==> config.mk <==
export PLATFORM = sky130hd
export DESIGN_NAME = video_fill
export DESIGN_NICKNAME = d
export VERILOG_FILES = /design/src/rtl/video_fill.sv
export SDC_FILE = /design/constraint.sdc
export NUM_CORES = 1
export LEC_CHECK = 0
export BUFFER_PORTS_ARGS = -buffer_cell sky130_fd_sc_hd__buf_2
export CAP_MARGIN = 20
export CORE_MARGIN = 4
export CORE_UTILIZATION = 59
export DETAILED_ROUTE_END_ITERATION = 16
export PLACE_DENSITY_LB_ADDON = 0.08
export SYNTH_ARGS = -nofsm -noshare
export SYNTH_HDL_FRONTEND = slang
export SYNTH_SLANG_ARGS = --single-unit
==> constraint.sdc <==
create_clock -name CLK -period 4.5 [get_ports CLK]
set_input_delay 0 -clock CLK [delete_from_list [all_inputs] [get_ports CLK]]
set_output_delay 0 -clock CLK [all_outputs]
set_load 0.01 [all_outputs]
==> src/rtl/video_fill.sv <==
// Rectangle fill engine for the 256x240 4-bpp framebuffer: clips the requested
// rectangle to the screen and streams one write per pixel over a WE/WACK port.
module video_fill #(
  parameter int unsigned SCR_W = 256,
  parameter int unsigned SCR_H = 240,
  parameter int unsigned AW    = 16
) (
  input  logic          CLK,
  input  logic          RESET_N,
  input  logic          START,
  input  logic          ABORT,
  input  logic [7:0]    X0,
  input  logic [7:0]    Y0,
  input  logic [8:0]    W,
  input  logic [7:0]    H,
  input  logic [3:0]    COLOR,
  output logic          BUSY,
  output logic          DONE,
  output logic [AW-1:0] WA,
  output logic [3:0]    WD,
  output logic          WE,
  input  logic          WACK
);

  typedef enum logic [1:0] {
    IDLE  = 2'd0,
    SETUP = 2'd1,
    WRITE = 2'd2,
    FIN   = 2'd3
  } state_t;

  localparam logic [8:0] SCR_W9 = 9'(SCR_W);
  localparam logic [8:0] SCR_H9 = 9'(SCR_H);

  state_t     state;
  logic [7:0] x0_q, y0_q, h_q;
  logic [8:0] w_q;
  logic [3:0] color_q;
  logic [7:0] x, y;
  logic [8:0] wc_q;
  logic [8:0] col_left;
  logic [7:0] row_left;
  logic       we, done;

  logic [8:0] room_x, room_y;
  logic [8:0] wc;
  logic [7:0] hc;

  // Clipped extents, evaluated from the values latched at START.
  always_comb begin
    room_x = SCR_W9 - {1'b0, x0_q};
    room_y = '0;
    wc     = (w_q < room_x) ? w_q : room_x;
    hc     = '0;
    if ({1'b0, y0_q} < SCR_H9) begin
      room_y = SCR_H9 - {1'b0, y0_q};
      hc     = ({1'b0, h_q} < room_y) ? h_q : room_y[7:0];
    end
  end

  always_ff @(posedge CLK or negedge RESET_N) begin
    if (!RESET_N) begin
      state    <= IDLE;
      x0_q     <= '0;
      y0_q     <= '0;
      w_q      <= '0;
      h_q      <= '0;
      color_q  <= '0;
      x        <= '0;
      y        <= '0;
      wc_q     <= '0;
      col_left <= '0;
      row_left <= '0;
      we       <= 1'b0;
      done     <= 1'b0;
    end else begin
      done <= 1'b0;
      case (state)
        IDLE: begin
          if (START) begin
            x0_q    <= X0;
            y0_q    <= Y0;
            w_q     <= W;
            h_q     <= H;
            color_q <= COLOR;
            state   <= SETUP;
          end
        end
        SETUP: begin
          if (ABORT) begin
            state <= IDLE;
          end else begin
            x        <= x0_q;
            y        <= y0_q;
            wc_q     <= wc;
            col_left <= wc;
            row_left <= hc;
            if (wc == '0 || hc == '0) begin
              state <= FIN;
              done  <= 1'b1;
            end else begin
              state <= WRITE;
              we    <= 1'b1;
            end
          end
        end
        WRITE: begin
          if (we && WACK) begin
            if (col_left == 9'd1) begin
              if (row_left == 8'd1) begin
                state <= FIN;
                we    <= 1'b0;
                done  <= 1'b1;
              end else begin
                x        <= x0_q;
                y        <= y + 8'd1;
                col_left <= wc_q;
                row_left <= row_left - 8'd1;
              end
            end else begin
              x        <= x + 8'd1;
              col_left <= col_left - 9'd1;
            end
          end
          // Abort overrides even a final acknowledge: no DONE is reported.
          if (ABORT) begin
            state <= IDLE;
            we    <= 1'b0;
            done  <= 1'b0;
          end
        end
        FIN: begin
          state <= IDLE;
        end
        default: state <= IDLE;
      endcase
    end
  end

  assign BUSY = (state != IDLE);
  assign DONE = done;
  assign WE   = we;
  assign WD   = color_q;
  assign WA   = AW'({y, x});

endmodule

==> flow_summary.json, run 1 <==
{
  "vias_per_cell": 6.02,
  "cts_setup_buffers": 0,
  "cts_tree": "yes",
  "cts_root_buffer": "clkbuf_8",
  "rsz0062_at_grt": "false",
  "post-synth-top-count-cell": "dfrtp_1",
  "maxSlewViolCount": 0,
  "seq_area_frac_synth_pct": 39.7,
  "wl_per_cell_um": 17.0,
  "cp_max_fo": 8,
  "critical_path_arrival_ns": 4.34,
  "start_kind": "flip-flop",
  "yosys-top-cells-area": "dfrtp_1 (40%), mux2_2 (9.5%), ha_1 (6.5%)",
  "ys_seq_elements": 83,
  "yosys.area.top_type": "dfrtp_1",
  "diodes": 0,
  "layout-drive-gt1-share_pct": 22.7,
  "hold_depth": 4,
  "die_h_um": 102,
  "ant_nets": 0,
  "total_power_mw": 5.05,
  "synthFlopType": "dfrtp_1",
  "cp-end-kind": "flip-flop",
  "grt_usage_pct": 25.6,
  "start_util_pct": 60.3,
  "synth_cells": 548,
  "die_area_um2": 10400,
  "grt_overflow": 0,
  "rows": 34,
  "syn_area_per_cell_um2": 9.54,
  "setup_viol": 0,
  "syn_to_final_growth_pct": 19.3,
  "skew_ns": 0.0193,
  "wirelength_um": 12700,
  "finalHoldViolations": 0,
  "min_period_ns": 4.07,
  "first_global_vias": 4323,
  "gp_congestion": 0.887,
  "timing.fmax_ghz": 0.246,
  "antenna_found_initial": 0,
  "initialDrtViolationCount": 217,
  "num-nets-final": 703,
  "max-vdd-ir-drop_uv": 410,
  "dp_hpwl_um": 8590,
  "r2r_cells": 15,
  "clk_latency_ns": 0.36,
  "grt_pass1_wl_um": 21400,
  "drtPass1Iterations": 4,
  "async_reset_ff_share_pct": 100,
  "tns_ns": 0,
  "drcViolationCount": 0,
  "ctsResizeCount": 0,
  "ios": 65,
  "drv_cap": 0,
  "synth_area_um2": 5230,
  "cts.clk_slew.worst_paths_ns": 0.09,
  "yosysUniqueCellTypes": 69,
  "chipWidth_um": 102,
  "path_class": "flip-flop to flip-flop",
  "worst_pin_slew_ns": 1.00,
  "grt_start_max_net_pins": 84,
  "port_buffers": 64,
  "p_leak_nw": 2.75,
  "ctsHoldBuffers": 38,
  "fp.coreArea_um2": 8680,
  "critPathRequiredTime_ns": 4.77,
  "synth_edf_count": 0,
  "numCtsBuffers": 9,
  "num_vias": 4499,
  "hold_class": "input pin to flip-flop",
  "clock_sinks": 83,
  "status": "finished clean",
  "p_per_area_nw_per_um2": 809,
  "fin_crit_sh_pct": 90.5,
  "cts_max_path_buffers": 2,
  "yosys-top-cells-count": "dfrtp_1 (83), nand2_1 (58), mux2_2 (44), a21oi_1 (32), o21ai_0 (30)",
  "htreeDepth": 3,
  "ys_warn_count": 0,
  "synth_top_area_share_pct": 39.7,
  "relSlewSlack_pct": 33.1,
  "syn_nets": 617
}
-- path summary, 6_finish.rpt --
path                                startpoint                       to  slack, ns
setup reg to reg           y0_q[0]$_DFFE_PN0P_           WE$_DFFE_PN0P_       0.43
setup / recovery           y0_q[0]$_DFFE_PN0P_           WE$_DFFE_PN0P_       0.43
min in group asynchronous              RESET_N  row_left[6]$_DFFE_PN0P_       0.11
hold / removal                           ABORT      wc_q[0]$_DFFE_PN0P_       0.06
max in group asynchronous              RESET_N       h_q[1]$_DFFE_PN0P_       3.77
hold reg to reg            wc_q[3]$_DFFE_PN0P_      wc_q[3]$_DFFE_PN0P_       0.49
-- worst max-delay path, cell delays in order (launching register included) --
cell and delay, ns:
dfrtp_1 0.47, inv_1 0.11, ha_1 0.24, nor3b_1 0.42
nor2_1 0.10, xnor2_1 0.26, inv_1 0.08, ha_1 0.29
a21o_1 0.18, a221o_1 0.34, a41oi_1 0.30, buf_4 0.21
nor2_1 0.11, o211a_1 0.27, o221ai_1 0.37, mux2i_1 0.24
-- layout by cell type, fill, tap and decap left out, types with 3 or more instances in the layout --
cell type	netlist	final
nand2b_1	9	9
and3_1	7	7
buf_2	4	63
o21ai_0	30	30
a21o_1	4	4
nand2_1	58	58
a21oi_1	32	32
buf_4	0	5
nor2b_1	3	3
o21ai_1	3	3
nor3_1	4	4
nor4_1	6	6
dfrtp_1	83	83
or4_1	5	5
xnor2_1	8	8
nand3_1	14	14
mux2_2	44	44
o21a_1	10	10
nor2_1	27	27
xor2_1	7	7
o211ai_1	16	16
ha_1	27	27
o22ai_1	12	12
dlygate4sd3_1	0	38
o31ai_1	7	7
nand4_1	8	8
a211oi_1	4	4
clkbuf_8	0	9
mux2i_1	16	16
inv_1	26	26
bufinv_16	0	3
-- sequential cells by signal (all words and copies together) (netlist names) --
name,cells
WE,1
w_q,9
h_q,8
state,2
x0_q,8
y0_q,8
wc_q,9
x,8
WD,4
y,8
DONE,1
row_left,8
col_left,9
-- through the flow --
stage	util, %	hold slack, ns	setup slack (ns)	std cells	area [um2]
floorplan	-	-0.296	1.04	548	5230
global placement	64.3	0.232	0.668	692	5580
detailed placement	64.3	0.236	0.506	692	5580
CTS	71.6	0.0460	0.474	746	6210
global route	71.9	0.121	0.0419	747	6240
finish	71.9	0.0618	0.427	747	6240
-- cell families after synthesis --
family / share of synthesized area, %
muxes: 12.8
AOI/OAI and AO/OA: 18.1
DFF: 39.7
adders and majority gates: 6.46
and+or+nand+nor: 16.0
buffers and inverters: 4.43
xor gates and xnor gates: 2.51
-- routing by layer --
| layer | track usage [%] | vias to the layer above | part of all wire (%) |
|---|---|---|---|
| met4 | 7.16 | 0 | 1.3 |
| met1 | 38.0 | 2179 | 48 |
| met3 | 3.62 | 16 | 5.2 |
| li1 | - | 2169 | - |
| met5 | 0 | - | 0 |
| met2 | 39.4 | 135 | 46 |
-- power by group --
group / switching (mW) / leakage [nW] / internal, mW / total, mW
registers: 0.519 / 0.967 / 1.14 / 1.65
logic: 1.43 / 1.67 / 1.29 / 2.72
clock network: 0.295 / 0.116 / 0.373 / 0.668
total: 2.25 / 2.75 / 2.80 / 5.05
-- cell type report --
class                      count  area [um2]
sequential                    83        2080
fill                         643        2440
tap                          108         135
clock buffer                   9         124
inverter                      26        97.6
timing repair buffer         107         761
multi-input combinational    407        2920
clock inverter                 7         123
No activity file was read; power rests on OpenSTA's default activity.
==> run 2: changes to the inputs <==
==> constraint.sdc (replaced) <==
create_clock -name CLK -period 4.1 [get_ports CLK]
set_input_delay 0 -clock CLK [delete_from_list [all_inputs] [get_ports CLK]]
set_output_delay 0 -clock CLK [all_outputs]
set_load 0.01 [all_outputs]
==> run 2 against run 1 <==
Hold slack worse by 0.016 ns. Sequential power up 10%. Sequential share of layout area rose by 0.22 points. Critical path depth down 1. Final cell count rose by 0.40%. Utilization decreased by 0.48 points. Clock power fell by 14%. Via count fell by 1.4%. Critical path type unchanged.
==> flow_summary.json, run 2 (synthesis results as in run 1) <==
{
  "finalHoldViolations": 0,
  "final_common_cell": "dfrtp_1",
  "wirelength_um": 13000,
  "fin_crit_sh_pct": 91.4,
  "status": "finished clean",
  "first_global_vias": 4170,
  "antenna_found_initial": 0,
  "cts_tree": "yes",
  "path_class": "flip-flop to flip-flop",
  "dp_hpwl_um": 8770,
  "layout-drive-gt1-share_pct": 23.2,
  "chipWidth_um": 102,
  "htreeDepth": 3,
  "p_leak_nw": 2.74,
  "critical_path_arrival_ns": 4.03,
  "reg_top3": "col_left x9, w_q x9, wc_q x9",
  "drcViolationCount": 0,
  "cts_setup_buffers": 0,
  "die_h_um": 102,
  "initialDrtViolationCount": 230,
  "port_buffers": 64,
  "maxSlewViolCount": 0,
  "numCtsBuffers": 9,
  "syn_to_final_growth_pct": 18.5,
  "ios": 65,
  "min_period_ns": 3.75,
  "rows": 34,
  "cts_root_buffer": "clkbuf_8",
  "drv_cap": 0,
  "die_area_um2": 10400,
  "dp_cells": 697,
  "ant_nets": 0,
  "relSlewSlack_pct": 30.6,
  "p_per_area_nw_per_um2": 879,
  "met3_usage_pct": 4.03,
  "grt_usage_pct": 25.9,
  "stdcell_count": 750,
  "start_kind": "flip-flop",
  "timing.fmax_ghz": 0.267,
  "hold_class": "input pin to flip-flop",
  "met2_usage_pct": 38.3,
  "start_util_pct": 60.3,
  "cts_max_path_buffers": 2,
  "num_vias": 4437,
  "critPathRequiredTime_ns": 4.38,
  "top_usage_layer": "met1",
  "grt_util_met1_pct": 39.0,
  "wl_per_cell_um": 17.3,
  "cp_max_fo": 8,
  "skew_ns": 0.0104,
  "tns_ns": 0,
  "grt_pass1_wl_um": 21200,
  "worst_pin_slew_ns": 1.04,
  "vias_per_cell": 5.92,
  "clk_latency_ns": 0.36,
  "num-fill-cells": 643,
  "clock_sinks": 83,
  "setup_viol": 0,
  "grt_start_max_net_pins": 56,
  "mostFrequentLayoutCells": "dfrtp_1 (83), buf_2 (63), nand2_1 (58)",
  "rsz0062_at_grt": "false",
  "drtPass1Iterations": 5,
  "grt_overflow": 0,
  "gp_congestion": 0.909,
  "num-nets-final": 707,
  "fp.coreArea_um2": 8680,
  "max-vdd-ir-drop_uv": 510,
  "cts.clk_slew.worst_paths_ns": 0.08,
  "diodes": 0,
  "cp-end-kind": "flip-flop"
}
==> run 2: final cells by class <==
class / count / area (um2) / share of cell area, %
Sequential cell: 83 / 2080 / 33.5
Clock inverter: 5 / 55.1 / 0.889
Inverter: 26 / 97.6 / 1.58
Timing Repair Buffer: 111 / 771 / 12.4
Multi-Input combinational cell: 407 / 2930 / 47.3
Clock buffer: 10 / 128 / 2.06
Tap cell: 108 / 135 / 2.18
==> run 2: report_power, final <==
part           leakage, nW  switching (mW)  internal [mW]
Clock               0.0881           0.298          0.276
Combinational         1.68            1.60           1.45
Sequential           0.967           0.572           1.25
==> run 2: timing repair <==
| item | in CTS | in global routing |
|---|---|---|
| setup endpoints to repair | 0 | 6 |
| hold endpoints to repair | 65 | 0 |
| resized for setup | 0 | 2 |
| hold buffers | 38 | 0 |
==> run 2: routing by layer <==
metal,wire length (um),share of wire (%),up-vias
met3,645,5.0,17
met5,0,0,-
met4,201,1.5,0
li1,-,-,2178
met1,6260,48,2118
met2,5860,45,124
==> run 2: stage by stage <==
stage | utilization [%] | setup WS [ns] | cell area (um2) | hold slack [ns] | total power, mW
2_1_floorplan | - | 0.639 | 5230 | -0.296 | 3.97
3_3_place_gp | 64.8 | 0.314 | 5620 | -0.0505 | 4.67
3_5_place_dp | 64.8 | 0.133 | 5620 | -0.0432 | 4.77
4_1_cts | 71.3 | 0.126 | 6180 | 0.0240 | 5.38
5_1_grt | 71.4 | 0.0638 | 6200 | 0.0546 | 5.94
6_report | 71.4 | 0.351 | 6200 | 0.0460 | 5.44
==> run 2: critical path, cell delays in order, from the launching register on <==
cell	delay [ns]
dfrtp_1	0.47
inv_1	0.11
ha_1	0.26
nor3b_2	0.28
nor2_1	0.08
xnor2_1	0.25
inv_1	0.08
ha_1	0.29
a21o_1	0.18
a221o_1	0.35
a41oi_2	0.31
nor2_1	0.11
o211a_1	0.25
o221ai_1	0.39
mux2i_1	0.24
==> run 2: path summary, 6_finish.rpt <==
check	slack, ns	to	cells after the start	from
worst max register to register	0.35	WE$_DFFE_PN0P_	14	y0_q[0]$_DFFE_PN0P_
worst min register to register	0.49	wc_q[3]$_DFFE_PN0P_	2	wc_q[3]$_DFFE_PN0P_
worst max-delay path	0.35	WE$_DFFE_PN0P_	14	y0_q[0]$_DFFE_PN0P_
max in group asynchronous	2.96	w_q[3]$_DFFE_PN0P_	3	RESET_N
min in group asynchronous	0.10	wc_q[7]$_DFFE_PN0P_	2	RESET_N
worst min-delay path	0.05	state[1]$_DFFE_PN0P_	4	ABORT
